<file path="src/rtl/univ_reg_pkg.sv">
// Shared mode encodings for the universal register.
// Imported by the register, its next-state logic and the bench.
package univ_reg_pkg;

  localparam logic [2:0] MODE_HOLD = 3'b000;
  localparam logic [2:0] MODE_LOAD = 3'b001;
  localparam logic [2:0] MODE_SHL  = 3'b010;
  localparam logic [2:0] MODE_SHR  = 3'b011;
  localparam logic [2:0] MODE_ROL  = 3'b100;
  localparam logic [2:0] MODE_ROR  = 3'b101;
  localparam logic [2:0] MODE_INC  = 3'b110;
  localparam logic [2:0] MODE_DEC  = 3'b111;

endpackage

</file>
<file path="src/rtl/univ_reg_if.sv">
// Control/data bundle of the universal register.
// master: enabling, mode, din, ser_in out; out, carry, zero in.
interface univ_reg_if #(
  parameter int WIDTH = 4
);

  logic             enabling;
  logic [2:0]       mode;
  logic [WIDTH-1:0] din;
  logic             ser_in;
  logic [WIDTH-1:0] out;
  logic             carry;
  logic             zero;

  modport master (
    output enabling, mode, din, ser_in,
    input  out, carry, zero
  );

  modport slave (
    input  enabling, mode, din, ser_in,
    output out, carry, zero
  );

endinterface

</file>
<file path="src/rtl/univ_reg_next.sv">
// Next-state logic: q, carry, mode, din, ser_in -> q_nxt, c_nxt.
// SAT_EN: INC/DEC saturate instead of wrapping.
module univ_reg_next
  import univ_reg_pkg::*;
#(
  parameter int WIDTH = 4
) (
  input  logic [WIDTH-1:0] q,
  input  logic             c,
  input  logic [2:0]       mode,
  input  logic [WIDTH-1:0] din,
  input  logic             ser_in,
  output logic [WIDTH-1:0] q_nxt,
  output logic             c_nxt
);

  logic [WIDTH:0] one;
  logic [WIDTH:0] sum;
  logic [WIDTH:0] dif;

  // Top bit of the W+1 result is the overflow / borrow.
  assign one = {{WIDTH{1'b0}}, 1'b1};
  assign sum = {1'b0, q} + one;
  assign dif = {1'b0, q} - one;

  always_comb begin
    q_nxt = q;
    c_nxt = c;
    unique case (mode)
      MODE_HOLD: begin
        q_nxt = q;
        c_nxt = c;
      end
      MODE_LOAD: begin
        q_nxt = din;
        c_nxt = 1'b0;
      end
      MODE_SHL: begin
        q_nxt = {q[WIDTH-2:0], ser_in};
        c_nxt = q[WIDTH-1];
      end
      MODE_SHR: begin
        q_nxt = {ser_in, q[WIDTH-1:1]};
        c_nxt = q[0];
      end
      MODE_ROL: begin
        q_nxt = {q[WIDTH-2:0], q[WIDTH-1]};
        c_nxt = q[WIDTH-1];
      end
      MODE_ROR: begin
        q_nxt = {q[0], q[WIDTH-1:1]};
        c_nxt = q[0];
      end
      MODE_INC: begin
        c_nxt = sum[WIDTH];
`ifdef SAT_EN
        q_nxt = sum[WIDTH] ? q : sum[WIDTH-1:0];
`else
        q_nxt = sum[WIDTH-1:0];
`endif
      end
      MODE_DEC: begin
        c_nxt = dif[WIDTH];
`ifdef SAT_EN
        q_nxt = dif[WIDTH] ? q : dif[WIDTH-1:0];
`else
        q_nxt = dif[WIDTH-1:0];
`endif
      end
    endcase
  end

endmodule

</file>
<file path="src/rtl/univ_reg.sv">
// Universal register: hold/load/shift/rotate/count, carry + zero flags.
// Ports: clock, reset (async high), bus (slave). Option macro: SAT_EN.
module univ_reg
  import univ_reg_pkg::*;
#(
  parameter int               WIDTH     = 4,
  parameter logic [WIDTH-1:0] RESET_VAL = '0
) (
  input logic      clock,
  input logic      reset,
  univ_reg_if.slave bus
);

  logic [WIDTH-1:0] q;
  logic             c;
  logic [WIDTH-1:0] q_nxt;
  logic             c_nxt;

  univ_reg_next #(
    .WIDTH(WIDTH)
  ) u_next (
    .q     (q),
    .c     (c),
    .mode  (bus.mode),
    .din   (bus.din),
    .ser_in(bus.ser_in),
    .q_nxt (q_nxt),
    .c_nxt (c_nxt)
  );

  always_ff @(posedge clock or posedge reset) begin
    if (reset) begin
      q <= RESET_VAL;
      c <= 1'b0;
    end else if (bus.enabling) begin
      q <= q_nxt;
      c <= c_nxt;
    end
  end

  assign bus.out   = q;
  assign bus.carry = c;
  assign bus.zero  = (q == '0);

endmodule

</file>
<file path="src/flat_wrapper.sv">
// flat-port wrapper written by rule: the top's interface ports become plain ports
module univ_reg_flat import univ_reg_pkg::*;
#(
  parameter int               WIDTH     = 4,
  parameter logic [WIDTH-1:0] RESET_VAL = '0
)
  (clock, reset, bus_enabling, bus_mode, bus_din, bus_ser_in, bus_out, bus_carry, bus_zero);
  univ_reg_if #(.WIDTH(WIDTH)) bus_i ();
  input logic clock;
  input logic reset;
  input wire logic [$bits(bus_i.enabling)-1:0] bus_enabling;
  input wire logic [$bits(bus_i.mode)-1:0] bus_mode;
  input wire logic [$bits(bus_i.din)-1:0] bus_din;
  input wire logic [$bits(bus_i.ser_in)-1:0] bus_ser_in;
  output wire logic [$bits(bus_i.out)-1:0] bus_out;
  output wire logic [$bits(bus_i.carry)-1:0] bus_carry;
  output wire logic [$bits(bus_i.zero)-1:0] bus_zero;
  assign bus_i.enabling = bus_enabling;
  assign bus_i.mode = bus_mode;
  assign bus_i.din = bus_din;
  assign bus_i.ser_in = bus_ser_in;
  assign bus_out = bus_i.out;
  assign bus_carry = bus_i.carry;
  assign bus_zero = bus_i.zero;
  univ_reg #(.WIDTH(WIDTH), .RESET_VAL(RESET_VAL)) u_core (.clock(clock), .reset(reset), .bus(bus_i));
endmodule
</file>
<file path="config.mk">
export PLATFORM = sky130hd
export DESIGN_NAME = univ_reg_flat
export DESIGN_NICKNAME = d
export VERILOG_FILES = /design/src/rtl/univ_reg_pkg.sv /design/src/rtl/univ_reg_if.sv /design/src/rtl/univ_reg_next.sv /design/src/rtl/univ_reg.sv /design/src/flat_wrapper.sv
export SDC_FILE = /design/constraint.sdc
export NUM_CORES = 1
export LEC_CHECK = 0
export ABC_AREA = 1
export CELL_PAD_IN_SITES_DETAIL_PLACEMENT = 0
export CELL_PAD_IN_SITES_GLOBAL_PLACEMENT = 2
export CORE_MARGIN = 1
export CORE_UTILIZATION = 26
export CTS_BUF_LIST = sky130_fd_sc_hd__clkbuf_2
export CTS_CLUSTER_SIZE = 25
export DETAILED_ROUTE_END_ITERATION = 6
export PLACE_DENSITY_LB_ADDON = 0.05
export REMOVE_ABC_BUFFERS = 1
export SYNTH_ARGS = -nofsm -noshare
export SYNTH_HDL_FRONTEND = slang
export SYNTH_SLANG_ARGS = --single-unit
</file>
<file path="constraint.sdc">
create_clock -name clock -period 3.89 [get_ports clock]
set_input_delay 0.9725 -clock clock [delete_from_list [all_inputs] [get_ports clock]]
set_output_delay 0.9725 -clock clock [all_outputs]
set_load 0.1 [all_outputs]
</file>
# Word-level counts from Yosys, hierarchy flattened
# Cells that the tools add are included.
# word_totals
ramBits	0
word_cells	19
mem_bits_ro	0
register_bits	5
mem_count	0
latchBits	0
# classes
n_reduce_logical	5
div_mod_pow	0
n_eq_ne	7
shift	0
n_lt_le_gt_ge	0
mux	2
addsub	2
mul	0
bitwise_logic	1
# ops
operator	n
4-bit one-hot mux with 7 select lines	1
3-bit equality test, second input constant	4
3-bit by 2-bit equality test with 1-bit output, second input constant	2
4-bit by 1-bit adder with 5-bit output, second input constant	1
1-bit one-hot mux with 5 select lines	1
4-bit by 1-bit subtractor with 5-bit output, second input constant	1
4-bit zero test	1
2-bit OR reduction	2
3-bit by 1-bit equality test with 1-bit output, second input constant	1
3-bit zero test	1
2-bit AND reduction	1
1-bit inverter	1

# Depth between registers and ports, before layout
# Gate-level depths: netlist of run 1.
# logic_depth
word_depth	3
mapped_depth	10
depth_no_buf	9

# Cells and area by module
# Synthesis of run 1 repeated with hierarchy kept, for this count alone.
# hier_totals
hier_cells	131
hier_area_um2	748.2
# modules_own_cells
mod	area_each_um2	cells_per_inst	instances
univ_reg_next	530.5	106	1
univ_reg	217.7	25	1

# Worst setup path after synthesis of run 1
# Ideal clock, no wire load.
# synth_path
path_kind	reg2out
startpoint	register u_core.q[0], in the netlist u_core.bus.out[0]
endpoint	output port bus_zero
path_stages_with_launch	5
n_path_buf	0
path_slack_ns	0.343
arrival_time_ns	2.574
required_ns	2.918
path_cell_list	dfrtp_1 -> inv_1 -> ha_1 -> inv_1 -> nor2_1
# synth_between
elab_chain_cells	1
# synth_rtl
element	line_no	source
from (decl)	univ_reg.sv:14	logic [WIDTH-1:0] q;
from (signal assigned)	univ_reg.sv:36	q <= q_nxt;
4-bit zero test	univ_reg.sv:43	assign bus.zero = (q == '0);
to (decl)	flat_wrapper.sv:17	output wire logic [$bits(bus_i.zero)-1:0] bus_zero;
# No other way between the ends.

# Worst setup path after layout of run 1
# layout_path
startpoint	register u_core.q[1], in the netlist u_core.bus.out[1]
endpoint	output port bus_out[1]
# layout_rtl
element	line_no	source
to (decl)	flat_wrapper.sv:15	output wire logic [$bits(bus_i.out)-1:0] bus_out;
# No word-level cell between the ends.

==> reports/results.tsv, run 1 <==
stage	metric	value	unit
route	drt pass-1 iters	3	
grt	initial antenna violation count	0	
clocking	clk root buf	clkbuf_2	
clocking	clk sinks	5	
critical_path	critical path cell sequence	clkdlybuf4s50_1	
placement	Post-DP HPWL	1370	µm
timing	relative slew slack	35.65	%
clocking	Post-CTS Resized	0	
clocking	Post-CTS Setup Inserts	0	
cells_and_area	share of layout cells above drive strength 1	12.10	%
cells_and_area	sequential cell area	125.1	µm²
timing	achievable frequency	344.0	MHz
cells_and_area	Syn-to-layout area delta	29.90	%
synthesis	yosys synthesis warning count	0	
clocking	CTS Buf Count	3	
route	antenna viol nets, final	0	
timing	Setup Skew	0.9280	ps
power	P_leak	0.4144	nW
power	Sequential Power Share	24.5	%
route	metal1 wirelength	852	µm
timing	Period minus WS final	2907	ps
critical_path	crit-path max cell delay	1200	ps
clocking	H-tree lvl count	1	
grt	vias in the first global route	645	
placement	GPL Wtd Cong	0.8488	
job	max cap viols	0	
timing	Setup-failing EPs final	0	
synthesis	Post-synth EDFFs	0	
power	pwr dens	405.2	nW/µm²
clocking	Clock Path Buffers	2	
route	vias	717	
floorplan	IO Pins	17	
synthesis	Post-synth ARST share	100.0	%
synthesis	cells after synthesis	107	
cells_and_area	multi-input logic area	431.7	µm²
floorplan	Die W	51.30	µm
clocking	Worst-path clk slew	60	ps
power	Peak supply drop	0.2163	mV
floorplan	core box area	2255	µm²
power	internal power	0.1433	mW
route	top sig layer	met4	
timing	fin crit share	74.72	%
critical_path	CP Max Fanout	9	
power	clock power share	14.5	%
synthesis	Mapped Area	631.9	µm²
timing	setup TNS	0	ps
critical_path	WP data arrival	1930	ps
timing	Slew Limit Fails	0	
route	final WL	1729	µm
cells_and_area	final core occ	36.40	%
grt	first-pass GRT wire length	2973	µm
grt	largest net degree at the start of global routing	12	
critical_path	CP bufs+invs	1	
outcome	outcome	complete, no violations	
synthesis	Seq cells post-synth	5	
critical_path	CP endpoint kind	primary output	
synthesis	sequential share of the synthesized area	19.80	%
timing	final hold viol count	0	
critical_path	cell family with most CP delay	buffers and inverters	
critical_path	CP startpoint kind	register	
grt	global route overflow	0	
route	wire length on met2	815	µm
floorplan	Core Rows	17	
grt	gr usage total	15.16	%
floorplan	Initial Util	28.02	%
cells_and_area	fillers	269	
route	Residual DRC	0	
synthesis	Primary FF master, synth	dfrtp_1	
synthesis	Distinct cells, synth	21	
route	Iter 0 DRT Violations	9	
power	Switch Pwr	0.1893	mW
timing	unrepaired setup endpoints after global routing	false	
route	WL met3	55	µm
critical_path	Setup CP Type	reg2out	
cells_and_area	commonest cells after routing, fill and taps aside	nand2_1, nand3_1, nor2_1, clkdlybuf4s50_1, inv_1	
route	WL/cell	11.38	µm
clocking	hold_buf cts	0	
cells_and_area	Post-layout nets	139	
clocking	TritonCTS clock tree	built	
synthesis	Avg Inst Size Synth	5.905	µm²
floorplan	die footprint	2631	µm²
cells_and_area	most common cell after layout, fill and taps aside	nand2_1	
min_path	Hold WC Path Type	reg2reg	
clocking	clock latency at the later pin of the worst-skew pair	210	ps
cells_and_area	# diodes	0	
placement	PortBufs	16	
floorplan	die height	51.30	µm
timing	measured slew at the worst slew-check pin	962.2	ps
power	Switching Fraction	56.91	%
power	Logic pwr share	61.0	%
route	via density per instance	4.717	
critical_path	Crit path required time	2920	ps
critical_path	CP max stage cell	clkdlybuf4s50_1	
[flip-flops by register name, indices dropped and copies added (netlist names)]
| name | cells |
|---|---|
| u_core.bus.carry | 1 |
| u_core.bus.out | 4 |
[path summary, 6_finish.rpt]
check / start / depth (start not counted) / endpoint / slack (ps)
min in group asynchronous: reset / 2 / u_core.bus.out[3] / 950
min reg2reg: u_core.bus.carry / 2 / u_core.bus.carry / 490
max: u_core.bus.out[1] / 1 / bus_out[1] / 980
max reg2reg: u_core.bus.out[0] / 8 / u_core.bus.carry / 2340
max in group asynchronous: reset / 2 / u_core.bus.out[0] / 2770
min: u_core.bus.carry / 2 / u_core.bus.carry / 490
[logic make-up (layout without fill, tap and decap cells)]
kind of cell,after synthesis,after routing,synth area share (%)
simple gates,77,77,55.25
compound gates,6,6,7.128
fa+ha+maj,3,3,5.941
buf+inv,16,33,11.88
flops,5,5,19.80
[Yosys cell counts, types with 2 or more instances]
cell type / n / share of area [%]
dfrtp_1: 5 / 20
inv_1: 9 / 5.3
nand2_1: 32 / 19
nand4_1: 4 / 4.0
or2_0: 2 / 2.0
nand2_2: 2 / 2.0
nor2_1: 15 / 8.9
inv_2: 3 / 1.8
nor3_1: 2 / 1.6
o21ai_1: 3 / 2.4
nand3_1: 18 / 14
ha_1: 3 / 5.9
[worst reg2reg max path, stage by stage (launching register included)]
cell,delay (ps)
dfrtp_1,460
inv_1,280
ha_1,220
inv_1,60
nor3_1,200
nor2_1,80
nand3_1,70
nand2_1,60
nand2_1,50
[power by group through the flow]
stage,logic [mW],clock network [mW],registers [mW]
detailed placement,0.204,0,0.0818
floorplan,0.0825,0,0.146
global route,0.220,0.0560,0.0842
CTS,0.205,0.0517,0.0809
finish,0.203,0.0482,0.0814
global placement,0.205,0,0.0805
[metrics by stage]
| stage | setup slack, ps | hold slack (ps) | power, mW | cells | area, µm² |
|---|---|---|---|---|---|
| 2_1_floorplan | 343.1 | 751.0 | 0.2286 | 104 | 608.1 |
| 3_3_place_gp | 1242 | 466.5 | 0.2856 | 148 | 800.8 |
| 3_5_place_dp | 1223 | 481.1 | 0.2862 | 148 | 800.8 |
| 4_1_cts | 968.5 | 496.3 | 0.3371 | 152 | 820.8 |
| 5_1_grt | 880.9 | 529.2 | 0.3598 | 152 | 820.8 |
| 6_report | 983.3 | 491.0 | 0.3326 | 152 | 820.8 |
[metal layers]
| metal | track usage [%] | vias up |
|---|---|---|
| met1 | 20.18 | 328 |
| met4 | 2.703 | 0 |
| met5 | 0 | - |
| li1 | - | 377 |
| met3 | 3.869 | 2 |
| met2 | 24.78 | 10 |
[final cells by class]
| class | count | area share (%) |
|---|---|---|
| clock buffers | 4 | 2.439 |
| flip-flops and latches | 5 | 15.24 |
| repair buffers | 16 | 19.21 |
| multi-input cells | 86 | 52.59 |
| inverters | 13 | 6.250 |
| well taps | 28 | 4.268 |
Note: power is estimated with default switching activity, not from simulation.
==> run 2, diff against run 1 <==
Settings changed: CORE_UTILIZATION 26 to 22.
Clock period 3.89 ns to 2.5 ns, I/O delays scaled along.
==> reports/results.tsv, run 2 (synthesis gave the netlist of run 1 again) <==
stage	metric	value	unit	change
cells_and_area	fillers	303		+13%
clocking	hold_buf cts	0		unchanged
critical_path	Crit path required time	1880	ps	-1040 ps
floorplan	core box area	2734	µm²	+21%
floorplan	die footprint	3090	µm²	+17%
timing	final hold viol count	0		unchanged
timing	hold slack	488.9	ps	-2.075 ps
timing	Setup Skew	0.1178	ps	-0.8102 ps
job	max cap viols	0		unchanged
grt	gr usage total	12.71	%	-2.5 points
route	via density per instance	4.404		-6.6%
power	Peak supply drop	0.4212	mV	+95%
cells_and_area	share of layout cells above drive strength 1	16.80	%	+4.7 points
clocking	TritonCTS clock tree	built		
cells_and_area	final core occ	30.43	%	-6.0 points
route	drt pass-1 iters	4		+1
critical_path	R2R Path Start	u_core.bus.out[0]		
critical_path	CP endpoint kind	primary output		
min_path	Worst Min Path Start	u_core.bus.carry		
placement	Post-DP HPWL	1515	µm	+11%
cells_and_area	most common cell after layout, fill and taps aside	nand2_1		
floorplan	Core Rows	19		+2
grt	global route overflow	0		unchanged
critical_path	CP startpoint kind	register		
critical_path	WP data arrival	1580	ps	-350 ps
cells_and_area	Largest register FFs	4		unchanged
timing	achievable frequency	452.7	MHz	
placement	dpl cells	152		+2.7%
clocking	Worst-path clk slew	60	ps	about the same
clocking	CTS Buf Count	3		unchanged
timing	relative slew slack	77.59	%	+42 points
route	antenna viol nets, final	0		unchanged
floorplan	Die W	55.59	µm	+8.4%
min_path	Hold WC Path Type	reg2reg		
cells_and_area	# diodes	0		unchanged
clocking	clock latency at the later pin of the worst-skew pair	210	ps	about the same
critical_path	CP Max Fanout	7		-2
timing	Period minus WS final	2209	ps	
cells_and_area	Finished Cell Area	832.0	µm²	+1.4%
cells_and_area	Post-layout nets	140		+0.72%
timing	measured slew at the worst slew-check pin	335.1	ps	-627.1 ps
route	vias	687		-4.2%
floorplan	IO Pins	17		unchanged
timing	Setup-failing EPs final	0		unchanged
outcome	outcome	complete, no violations		
grt	vias in the first global route	652		+1.1%
clocking	Post-CTS Setup Inserts	0		unchanged
route	Residual DRC	0		unchanged
cells_and_area	Syn-to-layout area delta	31.68	%	
route	Iter 0 DRT Violations	9		unchanged
cells_and_area	post-route insts no fill	156		+2.6%
route	WL/cell	11.86	µm	+4.3%
clocking	Clock Path Buffers	2		unchanged
grt	first-pass GRT wire length	3015	µm	+1.4%
grt	initial antenna violation count	0		unchanged
timing	unrepaired setup endpoints after global routing	false		
critical_path	Setup CP Type	reg2out		
power	P_leak	0.4298	nW	+3.7%
critical_path	Critical Path Source	u_core.bus.out[0]		
clocking	clk root buf	clkbuf_2		
grt	largest net degree at the start of global routing	11		-1
cells_and_area	commonest cells after routing, fill and taps aside	nand2_1, nand3_1, nor2_1, clkdlybuf4s50_1, inv_1		
power	pwr dens	637.2	nW/µm²	+57%
placement	DP Area	812.0	µm²	+1.4%
floorplan	die height	55.59	µm	+8.4%
clocking	clk sinks	5		unchanged
placement	PortBufs	16		unchanged
clocking	H-tree lvl count	1		unchanged
timing	fin crit share	88.36	%	
route	final WL	1850	µm	+7.0%
floorplan	Initial Util	23.11	%	-4.9 points
placement	GPL Wtd Cong	0.7608		-10%
timing	Slew Limit Fails	0		unchanged
clocking	Post-CTS Resized	0		unchanged
==> run 2: cell count changes in the layout (fill, tap and decap cells not counted) <==
cell / change
buf_12: +1
clkdlybuf4s50_1: -5
buf_4: +5
==> run 2: stage by stage <==
step	setup WS, ps	total power, mW	setup TNS, ps
after detailed placement	357.4	0.4619	0
final	291.0	0.5302	0
after floorplan	-699.4	0.3557	-699.4
after global routing	143.6	0.5710	0
after CTS	248.7	0.5387	0
after global placement	327.2	0.4671	0
==> run 2: layout make-up <==
cell class                      count  area (µm²)  share of cell area, %
Tap cell                           31       38.79                  4.662
Multi-Input combinational cell     86       431.7                  51.88
Inverter                           13       51.30                  6.165
Sequential cell                     5       125.1                  15.04
Timing Repair Buffer               17       165.2                  19.85
Clock buffer                        4       20.02                  2.406
==> run 2: worst paths after layout <==
path | endpoint | slack, ps | cells after the start
worst max-delay path | bus_zero | 290 | 5
worst min-delay path | u_core.bus.carry | 490 | 2
worst max register to register | u_core.bus.out[1] | 900 | 6
worst min register to register | u_core.bus.carry | 490 | 2
max in group asynchronous | u_core.bus.out[2] | 1720 | 2
min in group asynchronous | u_core.bus.carry | 610 | 2
==> run 2: power breakdown <==
group / switching [mW] / internal, mW / total [mW] / leakage, nW
registers: 0.0281 / 0.0954 / 0.124 / 0.0634
logic: 0.240 / 0.0930 / 0.333 / 0.350
clock network: 0.0314 / 0.0424 / 0.0738 / 0.0166
total: 0.299 / 0.231 / 0.530 / 0.430
==> run 2: metal layers <==
layer / track usage [%] / up-vias / wire, µm
met3: 2.326 / 0 / 61
met4: 4.286 / 0 / 0
met1: 17.80 / 298 / 960
met2: 19.62 / 12 / 828
met5: 0 / - / 0
li1: - / 377 / -
==> run 2: critical path: stages (launching register included) <==
cell,delay [ps]
dfrtp_1,490
inv_1,280
ha_1,200
inv_1,40
nor2_1,170
buf_12,200
